File: src/rtl/spu_result_decode.sv
// rtl/spu_result_decode.sv - SPU result record capture FIFO with error decode and statistics
`ifndef NOU_SID_WIDTH
`define NOU_SID_WIDTH 4
`endif
`ifndef NOU_RSP_TYPE_ID_WIDTH
`define NOU_RSP_TYPE_ID_WIDTH 2
`endif
`ifndef NOU_PKT_ID_WIDTH
`define NOU_PKT_ID_WIDTH 8
`endif
`ifndef NOU_ERR_CODE_WIDTH
`define NOU_ERR_CODE_WIDTH 4
`endif
`ifndef RSP_STATUS_OK
`define RSP_STATUS_OK 1'b0
`endif
`ifndef RSP_STATUS_ERR
`define RSP_STATUS_ERR 1'b1
`endif
`ifndef SNT_PKT_RSP_TYPE
`define SNT_PKT_RSP_TYPE 2'd1
`endif

module spu_result_decode #(
    parameter int DEPTH     = 8,
    parameter int CNT_WIDTH = 16
) (
    input  logic                              clk,
    input  logic                              rst_n,
    input  logic                              result_vld,
    input  logic [`NOU_SID_WIDTH-1:0]         res_sid,
    input  logic [`NOU_RSP_TYPE_ID_WIDTH-1:0] res_type,
    input  logic [`NOU_PKT_ID_WIDTH-1:0]      res_pkt_id,
    input  logic                              res_status,
    input  logic [`NOU_ERR_CODE_WIDTH-1:0]    res_err_code,
    output logic                              out_vld,
    input  logic                              out_rdy,
    output logic [`NOU_SID_WIDTH-1:0]         out_sid,
    output logic [`NOU_PKT_ID_WIDTH-1:0]      out_pkt_id,
    output logic                              out_status,
    output logic [`NOU_ERR_CODE_WIDTH-1:0]    out_err_code,
    output logic [9:0]                        out_err_vec,
    output logic                              out_err_unknown,
    output logic [$clog2(DEPTH):0]            fifo_cnt,
    output logic [CNT_WIDTH-1:0]              ok_cnt,
    output logic [CNT_WIDTH-1:0]              err_cnt,
    output logic [CNT_WIDTH-1:0]              drop_cnt,
    output logic                              ovf_flag,
    output logic                              type_err_flag,
    input  logic                              cnt_clr,
    input  logic                              flag_clr
);
    localparam int AW = $clog2(DEPTH);
    localparam int CW = AW + 1;
    localparam int EW = `NOU_ERR_CODE_WIDTH;

    logic [`NOU_SID_WIDTH-1:0]    sid_mem  [DEPTH];
    logic [`NOU_PKT_ID_WIDTH-1:0] pkt_mem  [DEPTH];
    logic                         st_mem   [DEPTH];
    logic [EW-1:0]                code_mem [DEPTH];

    logic [AW-1:0]        wr_ptr_q, wr_ptr_d, rd_ptr_q, rd_ptr_d;
    logic [CW-1:0]        cnt_q, cnt_d;
    logic [CNT_WIDTH-1:0] ok_q, ok_d, err_q, err_d, drop_q, drop_d;
    logic                 ovf_q, ovf_d, type_q, type_d;
    logic                 type_ok, full, pop, push, drop;

    assign type_ok = (res_type == `SNT_PKT_RSP_TYPE);
    assign full    = (cnt_q == CW'(DEPTH));
    assign out_vld = (cnt_q != '0);
    assign pop     = out_vld & out_rdy;
    // A full FIFO can still take a record when the head leaves in the same cycle.
    assign push    = result_vld & type_ok & (~full | pop);
    assign drop    = result_vld & type_ok & full & ~pop;

    always_comb begin
        wr_ptr_d = wr_ptr_q;
        rd_ptr_d = rd_ptr_q;
        cnt_d    = cnt_q;
        if (push) wr_ptr_d = wr_ptr_q + AW'(1);
        if (pop)  rd_ptr_d = rd_ptr_q + AW'(1);
        if (push && !pop)      cnt_d = cnt_q + CW'(1);
        else if (pop && !push) cnt_d = cnt_q - CW'(1);
    end

    always_comb begin
        ok_d   = ok_q;
        err_d  = err_q;
        drop_d = drop_q;
        if (push && res_status == `RSP_STATUS_OK && ok_q != '1)  ok_d  = ok_q + CNT_WIDTH'(1);
        if (push && res_status != `RSP_STATUS_OK && err_q != '1) err_d = err_q + CNT_WIDTH'(1);
        if (drop && drop_q != '1) drop_d = drop_q + CNT_WIDTH'(1);
        if (cnt_clr) begin
            ok_d   = '0;
            err_d  = '0;
            drop_d = '0;
        end
        // Set has priority over clear so a coincident event is never lost.
        ovf_d  = drop | (ovf_q & ~flag_clr);
        type_d = (result_vld & ~type_ok) | (type_q & ~flag_clr);
    end

    always_ff @(posedge clk or negedge rst_n) begin
        if (!rst_n) begin
            wr_ptr_q <= '0;
            rd_ptr_q <= '0;
            cnt_q    <= '0;
            ok_q     <= '0;
            err_q    <= '0;
            drop_q   <= '0;
            ovf_q    <= 1'b0;
            type_q   <= 1'b0;
        end else begin
            wr_ptr_q <= wr_ptr_d;
            rd_ptr_q <= rd_ptr_d;
            cnt_q    <= cnt_d;
            ok_q     <= ok_d;
            err_q    <= err_d;
            drop_q   <= drop_d;
            ovf_q    <= ovf_d;
            type_q   <= type_d;
        end
    end

    always_ff @(posedge clk) begin
        if (push) begin
            sid_mem[wr_ptr_q]  <= res_sid;
            pkt_mem[wr_ptr_q]  <= res_pkt_id;
            st_mem[wr_ptr_q]   <= res_status;
            code_mem[wr_ptr_q] <= res_err_code;
        end
    end

    // Head fields are gated by out_vld so they read as zero while empty or in reset.
    assign out_sid      = out_vld ? sid_mem[rd_ptr_q]  : '0;
    assign out_pkt_id   = out_vld ? pkt_mem[rd_ptr_q]  : '0;
    assign out_status   = out_vld ? st_mem[rd_ptr_q]   : 1'b0;
    assign out_err_code = out_vld ? code_mem[rd_ptr_q] : '0;

    always_comb begin
        out_err_vec     = '0;
        out_err_unknown = 1'b0;
        if (out_vld && out_status == `RSP_STATUS_ERR) begin
            if (out_err_code >= EW'(1) && out_err_code <= EW'(10))
                out_err_vec = 10'b1 << (out_err_code - EW'(1));
            else
                out_err_unknown = 1'b1;
        end
    end

    assign fifo_cnt      = cnt_q;
    assign ok_cnt        = ok_q;
    assign err_cnt       = err_q;
    assign drop_cnt      = drop_q;
    assign ovf_flag      = ovf_q;
    assign type_err_flag = type_q;
endmodule

File: config.mk
export PLATFORM = sky130hd
export DESIGN_NAME = spu_result_decode
export DESIGN_NICKNAME = d
export VERILOG_FILES = /design/src/rtl/spu_result_decode.sv
export SDC_FILE = /design/constraint.sdc
export NUM_CORES = 1
export LEC_CHECK = 0
export CAP_MARGIN = 5
export CORE_MARGIN = 1.5
export CORE_UTILIZATION = 45
export CTS_BUF_LIST = sky130_fd_sc_hd__clkbuf_2 sky130_fd_sc_hd__clkbuf_4 sky130_fd_sc_hd__clkbuf_8
export DETAILED_ROUTE_END_ITERATION = 7
export PLACE_DENSITY = 0.67
export SYNTH_ARGS = -nofsm -noshare
export SYNTH_HDL_FRONTEND = slang
export SYNTH_SLANG_ARGS = --single-unit
File: constraint.sdc
create_clock -name clk -period 5.4 [get_ports clk]
set_input_delay 0.81 -clock clk [delete_from_list [all_inputs] [get_ports clk]]
set_output_delay 0.81 -clock clk [all_outputs]
set_load 0.005 [all_outputs]
# Word-level counts from Yosys, hierarchy flattened
# Memory sizes are Yosys's and may differ from the RTL's.
# Cells that the tools add are included.
dict set report word_totals {
  reg_bits 60
  ramBits 136
  in_bits 25
  out_inout_bits 83
  word_cells 78
  n_memories 4
}
# name words word_bits read_ports rd_ports_with_merged_regs wr line
set memory_table {}
lappend memory_table {pkt_mem 8 8 1 0 1 58} ;# logic [`NOU_PKT_ID_WIDTH-1:0] pkt_mem [DEPTH];
lappend memory_table {code_mem 8 4 1 0 1 60} ;# logic [EW-1:0] code_mem [DEPTH];
lappend memory_table {sid_mem 8 4 1 0 1 57} ;# logic [`NOU_SID_WIDTH-1:0] sid_mem [DEPTH];
lappend memory_table {st_mem 8 1 1 0 1 59} ;# logic st_mem [DEPTH];
dict set report op_classes {
  addsub 8
  order_cmp 2
  n_eq_ne 5
  n_shift 1
  mux 18
  bitwise_logic 16
  reduce_logical 16
}
# operator count
set op_table {}
lappend op_table {{16-bit two-way mux} 6}
lappend op_table {{16-bit by 1-bit adder with 16-bit output (second input constant)} 3}
lappend op_table {{16-bit inequality test (second input constant)} 3}
lappend op_table {{10-bit two-way mux} 2}
lappend op_table {{4-bit two-way mux} 4}
lappend op_table {{1-bit by 4-bit << shifter with 10-bit output (first input constant)} 1}
lappend op_table {{1-bit logical AND} 9}
lappend op_table {{1-bit AND} 8}
lappend op_table {{8-bit two-way mux} 1}
lappend op_table {{2-bit nonzero test} 4}
lappend op_table {{4-bit by 1-bit subtractor with 4-bit output (second input constant)} 2}
lappend op_table {{3-bit by 1-bit adder with 3-bit output (second input constant)} 2}
lappend op_table {{1-bit two-way mux} 5}
lappend op_table {{1-bit NOT} 5}
lappend op_table {{4-bit by 1-bit adder with 4-bit output (second input constant)} 1}
lappend op_table {{4-bit == test (second input constant)} 1}
lappend op_table {{4-bit by 1-bit greater-or-equal comparator with 1-bit output (second input constant)} 1}
lappend op_table {{4-bit less-or-equal comparator (second input constant)} 1}
lappend op_table {{4-bit nonzero test} 1}
lappend op_table {{1-bit OR} 3}
lappend op_table {{2-bit by 1-bit == test with 1-bit output (second input constant)} 1}
lappend op_table {{1-bit zero test} 2}

# Logic depth before layout (Yosys ltp)
# Gate-level depths: netlist of run 1.
dict set report logic_depth {
  word_depth 8
  ltp_mapped 12
  ltp_nobuf 12
}

# Worst setup path after synthesis of run 1
# Ideal clock, no wire load.
dict set report synth_timing {
  path_kind {input to register}
  start {input res_type[1]}
  end {memory code_mem[2][0] (netlist bit) (enable)}
  setup_ns 0.416
  arrival_time_ns 2.934
  required_ns 4.984
  setup_slack_ns 2.050
  stages 4
  n_path_buf 0
  path_cell_list {nand3b_1 > a21oi_1 > nand2b_1 > nor3b_1}
}
dict set report synth_via {
  elab_chain_cells 5
}
# item line
set synth_rtl {}
lappend synth_rtl {{start, declared} 32} ;# input logic [`NOU_RSP_TYPE_ID_WIDTH-1:0] res_type,
lappend synth_rtl {{2-bit by 1-bit == test with 1-bit output (no source line)} -}
lappend synth_rtl {{1-bit AND (2 in series)} 73} ;# assign push = result_vld & type_ok & (~full | pop);
lappend synth_rtl {{via push} 66} ;# logic type_ok, full, pop, push, drop;
lappend synth_rtl {{1-bit two-way mux} 126} ;# if (push) begin
lappend synth_rtl {{1-bit two-way mux (not written as such)} 130} ;# code_mem[wr_ptr_q] <= res_err_code;
lappend synth_rtl {{end, declared} 60}
# The timed path passes the listed nets, and every way through them passes these cells.

# Worst setup path after layout of run 1
dict set report layout_timing {
  start {register rd_ptr_q[1]}
  end {output out_err_vec[7]}
}
dict set report layout_via {
  elab_chain_cells 6
  elab_cells_between_ends 12
  cone_classes {1 x add/sub; 2 x order compare; 1 x shift; 4 x mux; 2 x reduce/logical; 2 x memory}
}
# item line
set layout_rtl {}
lappend layout_rtl {{start, declared} 62} ;# logic [AW-1:0] wr_ptr_q, wr_ptr_d, rd_ptr_q, rd_ptr_d;
lappend layout_rtl {{start signal, assigned} 115} ;# rd_ptr_q <= rd_ptr_d;
lappend layout_rtl {{memory read 8 x 4 bit} -}
lappend layout_rtl {{4-bit two-way mux} 138} ;# assign out_err_code = out_vld ? code_mem[rd_ptr_q] : '0;
lappend layout_rtl {{4-bit by 1-bit subtractor with 4-bit output, or another cell as far along} 145} ;# out_err_vec = 10'b1 << (out_err_code - EW'(1));
lappend layout_rtl {{1-bit by 4-bit << shifter with 10-bit output / 1-bit logical AND (equally long branches)} {145, 144}}
lappend layout_rtl {{10-bit two-way mux} 144} ;# if (out_err_code >= EW'(1) && out_err_code <= EW'(10))
lappend layout_rtl {{10-bit two-way mux *} 143} ;# if (out_vld && out_status == `RSP_STATUS_ERR) begin
lappend layout_rtl {{end, declared} 42} ;# output logic [9:0] out_err_vec,
# Every way passes the cells marked *; elsewhere a longest branch is shown, timed or not.

==> flow_summary.toml, run 1 <==
[cts]
hold_buffers = 0
cts_buffer_depth = 2
cts_made_buffers = 17
clkSinkCount = 196
root_buffer = "clkbuf_8"
cts.htree.levels = 4
cts_tree = "built"
worstSkewPairLatency_ns = 0.45
post_cts_buffers = 0
cts_resized = 0
clk_pin_slew_ns = 0.11

[power]
p_seq_share_pct = 46.1
power_density_mw_per_mm2 = 387
leakagePower_nw = 3.61
power_frac_clock_pct = 21.5
ir_worst_vdd_mv = 0.147
p_total_mw = 3.98
p_int_mw = 2.74
switching_power_mw = 1.24
power.share.combinational_pct = 32.4
sw_frac_of_total_pct = 31.2

[logic_synthesis]
synthCells = 584
syn_area_mm2 = 0.00854
synth_flop_cell = "edfxtp_1"
syn-num-nets = 618
ys_ff_latch = 196
async_reset_ff_share_pct = 30.6
synth_edf_count = 136
yosys.cell_types.count = 53
synth_compound_area_share_pct = 4.60
synth_top_family_by_area = "simple AND/OR/NAND/NOR gates"
yosysSeqAreaShare_pct = 65.4
yosysWarnings = 0
yosysTopAreaCell = "edfxtp_1"
synthXorXnorAreaFrac_pct = 3.28
yosys.area_share.simple_pct = 11.9
synth_top_area_share_pct = 47.8
synthMuxAreaShare_pct = 11.8
avgSynthCellArea_um2 = 14.6
synth_fa_ha_area_share_pct = 1.41
synthTopCellsByArea = "edfxtp_1 48%, dfrtp_1 18%, mux4_2 7.4%"

[sta]
min_period_ns = 4.27
finalHoldViolations = 0
finalSetupViolCount = 0
fin_crit_sh_pct = 79.1
fin_skew_ns = 0.0179
drv_slew = 0
rsz0062_at_grt = "no"
max_slew_margin_pct = 26.1
setup_slack_ns = 1.13
fmax_mhz = 234
finalSetupTns_ns = 0
tightest_slew_ns = 1.11

[route]
via_per_inst = 5.53
postRouteAntennaNets = 0
routed_wl_mm = 17.4
via_count = 5216
wl_per_cell_um = 18.5
drt-initial-drc-count = 287
firstDrtPassIters = 4
drc = 0

[floorplanning]
die_area_mm2 = 0.0198
rows = 50
io_pins = 108
die_x_um = 141
core_mm2 = 0.0186
die_h_um = 141
start_util_pct = 45.8

[setup_path]
crit_chain = "buf_4 -> mux2i_1 -> a22oi_1 -> nand4_1 -> inv_1 -> nand3_1 -> nor3_1 -> clkdlybuf4s50_1"
crit_path_max_incr_delay_ns = 0.91
critPathMaxFanout = 26
worstPathRequired_ns = 4.59
startpoint_type = "register"
cp_slowest_cell = "dfrtp_1"
critPathKind = "reg2out"
worstPathArrival_ns = 3.46
cp-end-kind = "output pin"

[grt]
grtUsageTotal_pct = 18.6
grt_pass1_vias = 5333
grt_remaining_overflow = 0
grt_max_degree = 61
antenna_found_initial = 0
grt_pass1_wl_mm = 28.4

[finish]
n_fill_cell = 1515
layout_commonest_cell = "edfxtp_1"
syn2layout_area_growth_pct = 20.3
final_layout_size_suffix_gt1_share_pct = 12.4
mostFrequentLayoutCells = "136 x edfxtp_1, 106 x clkdlybuf4s50_1, 59 x dfrtp_1"
n_antenna_cell = 0
final_cells = 943
final_area_mm2 = 0.0103
nets = 730

[placed_design]
dpl.cell_count = 911
dpl_worst_slack_ns = 1.62
place_area_mm2 = 0.00992
io_buffer_count = 107
gp_congestion = 0.783
dp_hpwl_mm = 11.4

[run]
maxCapViolCount = 0

[run_status]
outcome = "finished, final reports clean"

[worst_hold_path]
holdCritPathClass = "in2async"
-- metal layers --
metal | routed length, µm | part of all wire [%] | global-route usage, %
met1 | 7990 | 46 | 25.6
met2 | 8210 | 47 | 29.6
met3 | 1160 | 6.6 | 5.30
met4 | 94 | 0.54 | 4.11
met5 | 0 | 0 | 0
-- power groups by stage --
stage	Combinational [mW]	Clock (mW)	Sequential [mW]
floorplan	0.826	0	1.77
global placement	1.28	0	1.86
detailed placement	1.31	0	1.87
CTS	1.31	0.880	1.84
global route	1.41	0.938	1.85
finish	1.29	0.858	1.83
-- cells by family (layout without fill, tap and decap cells) --
family / after synthesis / in the layout
flops: 196 / 196
simple gates: 189 / 189
mux: 65 / 65
compound gates: 62 / 62
xor+xnor: 32 / 32
buf+inv: 31 / 156
fa+ha+maj: 9 / 9
-- Yosys cell counts, types with 2 or more instances --
master	count
a21o_1	2
nand2_1	20
and3_1	5
nand3_1	21
mux2i_1	32
nor4_1	3
or4_1	9
o211ai_1	7
buf_1	3
o2111ai_1	4
nand3b_1	3
nor2_1	54
a21oi_1	21
inv_1	9
buf_2	8
mux4_2	28
dfrtp_1	60
o21ai_0	13
xnor2_1	16
a22oi_1	2
xor2_1	16
edfxtp_1	136
ha_1	8
and4_1	4
clkbuf_1	9
nor2b_1	6
nor3_1	16
o31ai_1	7
nor3b_1	4
nand2b_1	4
or3_1	12
and2_1	6
mux2_2	5
nand4_1	12
-- per-stage QoR --
step,util (%),hold WS [ns]
after floorplan,-,0.474
after global placement,53.2,0.467
after detailed placement,53.2,0.465
after CTS,55.1,0.500
after global routing,55.1,0.522
final,55.1,0.500
-- critical path: cells and delay by family, from the launching register on --
kind / cells / cell delay [ns]
buffers and inverters: 3 / 1.18
AOI/OAI and AO/OA: 1 / 0.22
muxes: 1 / 0.14
DFF: 1 / 0.91
and+or+nand+nor: 3 / 0.57
-- cell type report --
cell class              instances  area, µm²  area share (%)
clock buffers                  17        234            2.28
repair buffers                115       1130            11.0
inverters                       9       33.8           0.329
multi-input cells             357       2890            28.1
well taps                     234        293            2.85
clock inverters                15        119            1.16
flip-flops and latches        196       5590            54.4
-- path summary, 6_finish.rpt --
path | start | to | cells after the start | slack (ns)
setup / recovery | rd_ptr_q[1] | out_err_vec[7] | 8 | 1.13
hold / removal | rst_n | err_cnt[5] | 2 | 0.50
setup reg to reg | fifo_cnt[0] | fifo_cnt[3] | 13 | 2.34
hold reg to reg | ovf_flag | ovf_flag | 1 | 0.50
max in group asynchronous | rst_n | rd_ptr_q[0] | 2 | 4.34
min in group clk | ovf_flag | ovf_flag | 1 | 0.50
-- flip-flops by register name, summed over array words and instances, names as in the netlist --
| signal | flops |
|---|---|
| code_mem | 32 |
| type_err_flag | 1 |
| st_mem | 8 |
| fifo_cnt | 4 |
| ok_cnt | 16 |
| err_cnt | 16 |
| drop_cnt | 16 |
| ovf_flag | 1 |
| wr_ptr_q | 3 |
| rd_ptr_q | 3 |
| pkt_mem | 64 |
| sid_mem | 32 |
Power figures use the tool's default switching activity.
==> run 2: changes to the inputs <==
Settings changed: PLACE_DENSITY 0.67 to 0.7.
Clock period 5.4 ns to 3.7 ns, I/O delays scaled along.
==> run 2 against run 1 <==
  * Wire length increased by 1.5%
  * Critical endpoint unchanged
  * Via count up 1.4%
  * Cell area up 1.2%
  * Clock power grew 68%
  * Clock skew decreased by 0.0035 ns
  * Critical path type unchanged
  * Largest cell class unchanged
==> flow_summary.toml, run 2 (synthesized netlist as in run 1, its figures left out) <==
[setup_path]
r2r_slack_ns = 0.79
critPathKind = "reg2out"
cp-endpoint = "out_err_vec[7]"
startpoint = "fifo_cnt[0]"
rr_startpoint = "fifo_cnt[0]"
worstPathRequired_ns = 3.14
critPathMaxFanout = 6
reg2reg_depth = 12
cp-end-kind = "output pin"
startpoint_type = "register"
worstPathArrival_ns = 2.87
r2r-end = "fifo_cnt[3]"

[finish]
n_fill_cell = 1501
layout_commonest_cell = "edfxtp_1"
largest_register_ffs = 64
final_layout_size_suffix_gt1_share_pct = 13.8
nets = 739
n_antenna_cell = 0
final_area_mm2 = 0.0104
mostFrequentLayoutCells = "136 x edfxtp_1, 106 x clkdlybuf4s50_1, 58 x dfrtp_1"
top_regs = "pkt_mem (64), code_mem (32), sid_mem (32)"
syn2layout_area_growth_pct = 21.7
top_register = "pkt_mem"

[power]
ir_worst_vdd_mv = 0.311
power_frac_clock_pct = 24.1
sw_frac_of_total_pct = 31.8
switching_power_mw = 1.90
leakagePower_nw = 3.68
power.share.combinational_pct = 31.1
p_seq_share_pct = 44.9
p_int_mw = 4.07
power_density_mw_per_mm2 = 575

[cts]
cts_resized = 0
root_buffer = "clkbuf_8"
cts_buffer_depth = 2
cts_made_buffers = 17
clk_pin_slew_ns = 0.12
post_cts_buffers = 0
cts_tree = "built"
clkSinkCount = 196
cts.htree.levels = 4
worstSkewPairLatency_ns = 0.47
hold_buffers = 0

[sta]
fin_skew_ns = 0.0144
finalSetupViolCount = 0
max_slew_margin_pct = 42.6
fin_crit_sh_pct = 92.7
min_period_ns = 3.43
rsz0062_at_grt = "no"
whs_ns = 0.165
finalHoldViolations = 0
fmax_mhz = 292
drv_slew = 0
finalSetupTns_ns = 0
tightest_slew_ns = 0.853

[grt]
grt_pass1_wl_mm = 28.6
grt_remaining_overflow = 0
antenna_found_initial = 0
grtUsageTotal_pct = 18.9
grt_max_degree = 39
grt_pass1_vias = 5403

[floorplanning]
die_h_um = 141
io_pins = 108
rows = 50
core_mm2 = 0.0186
die_x_um = 141
start_util_pct = 45.8
die_area_mm2 = 0.0198

[route]
via_count = 5287
routed_wl_mm = 17.7
via_per_inst = 5.55
drc = 0
drt-initial-drc-count = 245
firstDrtPassIters = 4
postRouteAntennaNets = 0
wl_per_cell_um = 18.6

[placed_design]
gp_congestion = 0.839
dp_hpwl_mm = 11.8
io_buffer_count = 107
place_area_mm2 = 0.00995

[worst_hold_path]
holdCritPathClass = "in2async"

[run]
maxCapViolCount = 0

[run_status]
outcome = "finished, final reports clean"
## run 2: per-layer routing
metal	GRT usage, %	share of wire (%)	vias up
met5	0	0	-
met4	6.30	1.2	0
met3	4.28	6.5	16
met2	30.9	49	161
met1	25.1	44	2624
li1	-	-	2486
## run 2: critical path: stages (launching register included)
cell             delay [ns]
dfrtp_1                0.48
or3_4                  0.45
nor2_1                 0.25
inv_2                  0.14
nand4_1                0.21
inv_1                  0.12
nor3_1                 0.23
clkdlybuf4s50_1        0.53
## run 2: layout make-up
type                            count  area, µm²  share of cell area (%)
Sequential cell                   196       5590                    53.8
Timing Repair Buffer              124       1190                    11.5
Clock inverter                     15        204                    1.96
Multi-Input combinational cell    357       2850                    27.4
Tap cell                          234        293                    2.82
Inverter                            9       33.8                   0.325
Clock buffer                       17        234                    2.25
## run 2: worst min path at each step
stage	slack, ns	endpoint
floorplan	0.26	drop_cnt[0]
global placement	0.47	ovf_flag
detailed placement	0.48	ovf_flag
CTS	0.16	err_cnt[2]
global route	0.20	err_cnt[10]
finish	0.16	err_cnt[2]
## run 2: through the flow
step / setup WS, ns / total power, mW / utilization [%] / cells
after floorplan: 0.605 / 3.79 / - / 584
after global placement: 0.753 / 4.55 / 53.4 / 920
after detailed placement: 0.626 / 4.61 / 53.4 / 920
after CTS: 0.0880 / 6.05 / 55.7 / 952
after global routing: 0.0318 / 6.30 / 55.8 / 952
final: 0.271 / 5.98 / 55.8 / 952
## run 2: power groups by stage
stage | sequential, mW | combinational, mW | clock [mW]
after global placement | 2.71 | 1.84 | 0
after detailed placement | 2.73 | 1.88 | 0
final | 2.68 | 1.86 | 1.44
after global routing | 2.71 | 2.03 | 1.56
after floorplan | 2.59 | 1.20 | 0
after CTS | 2.68 | 1.88 | 1.49
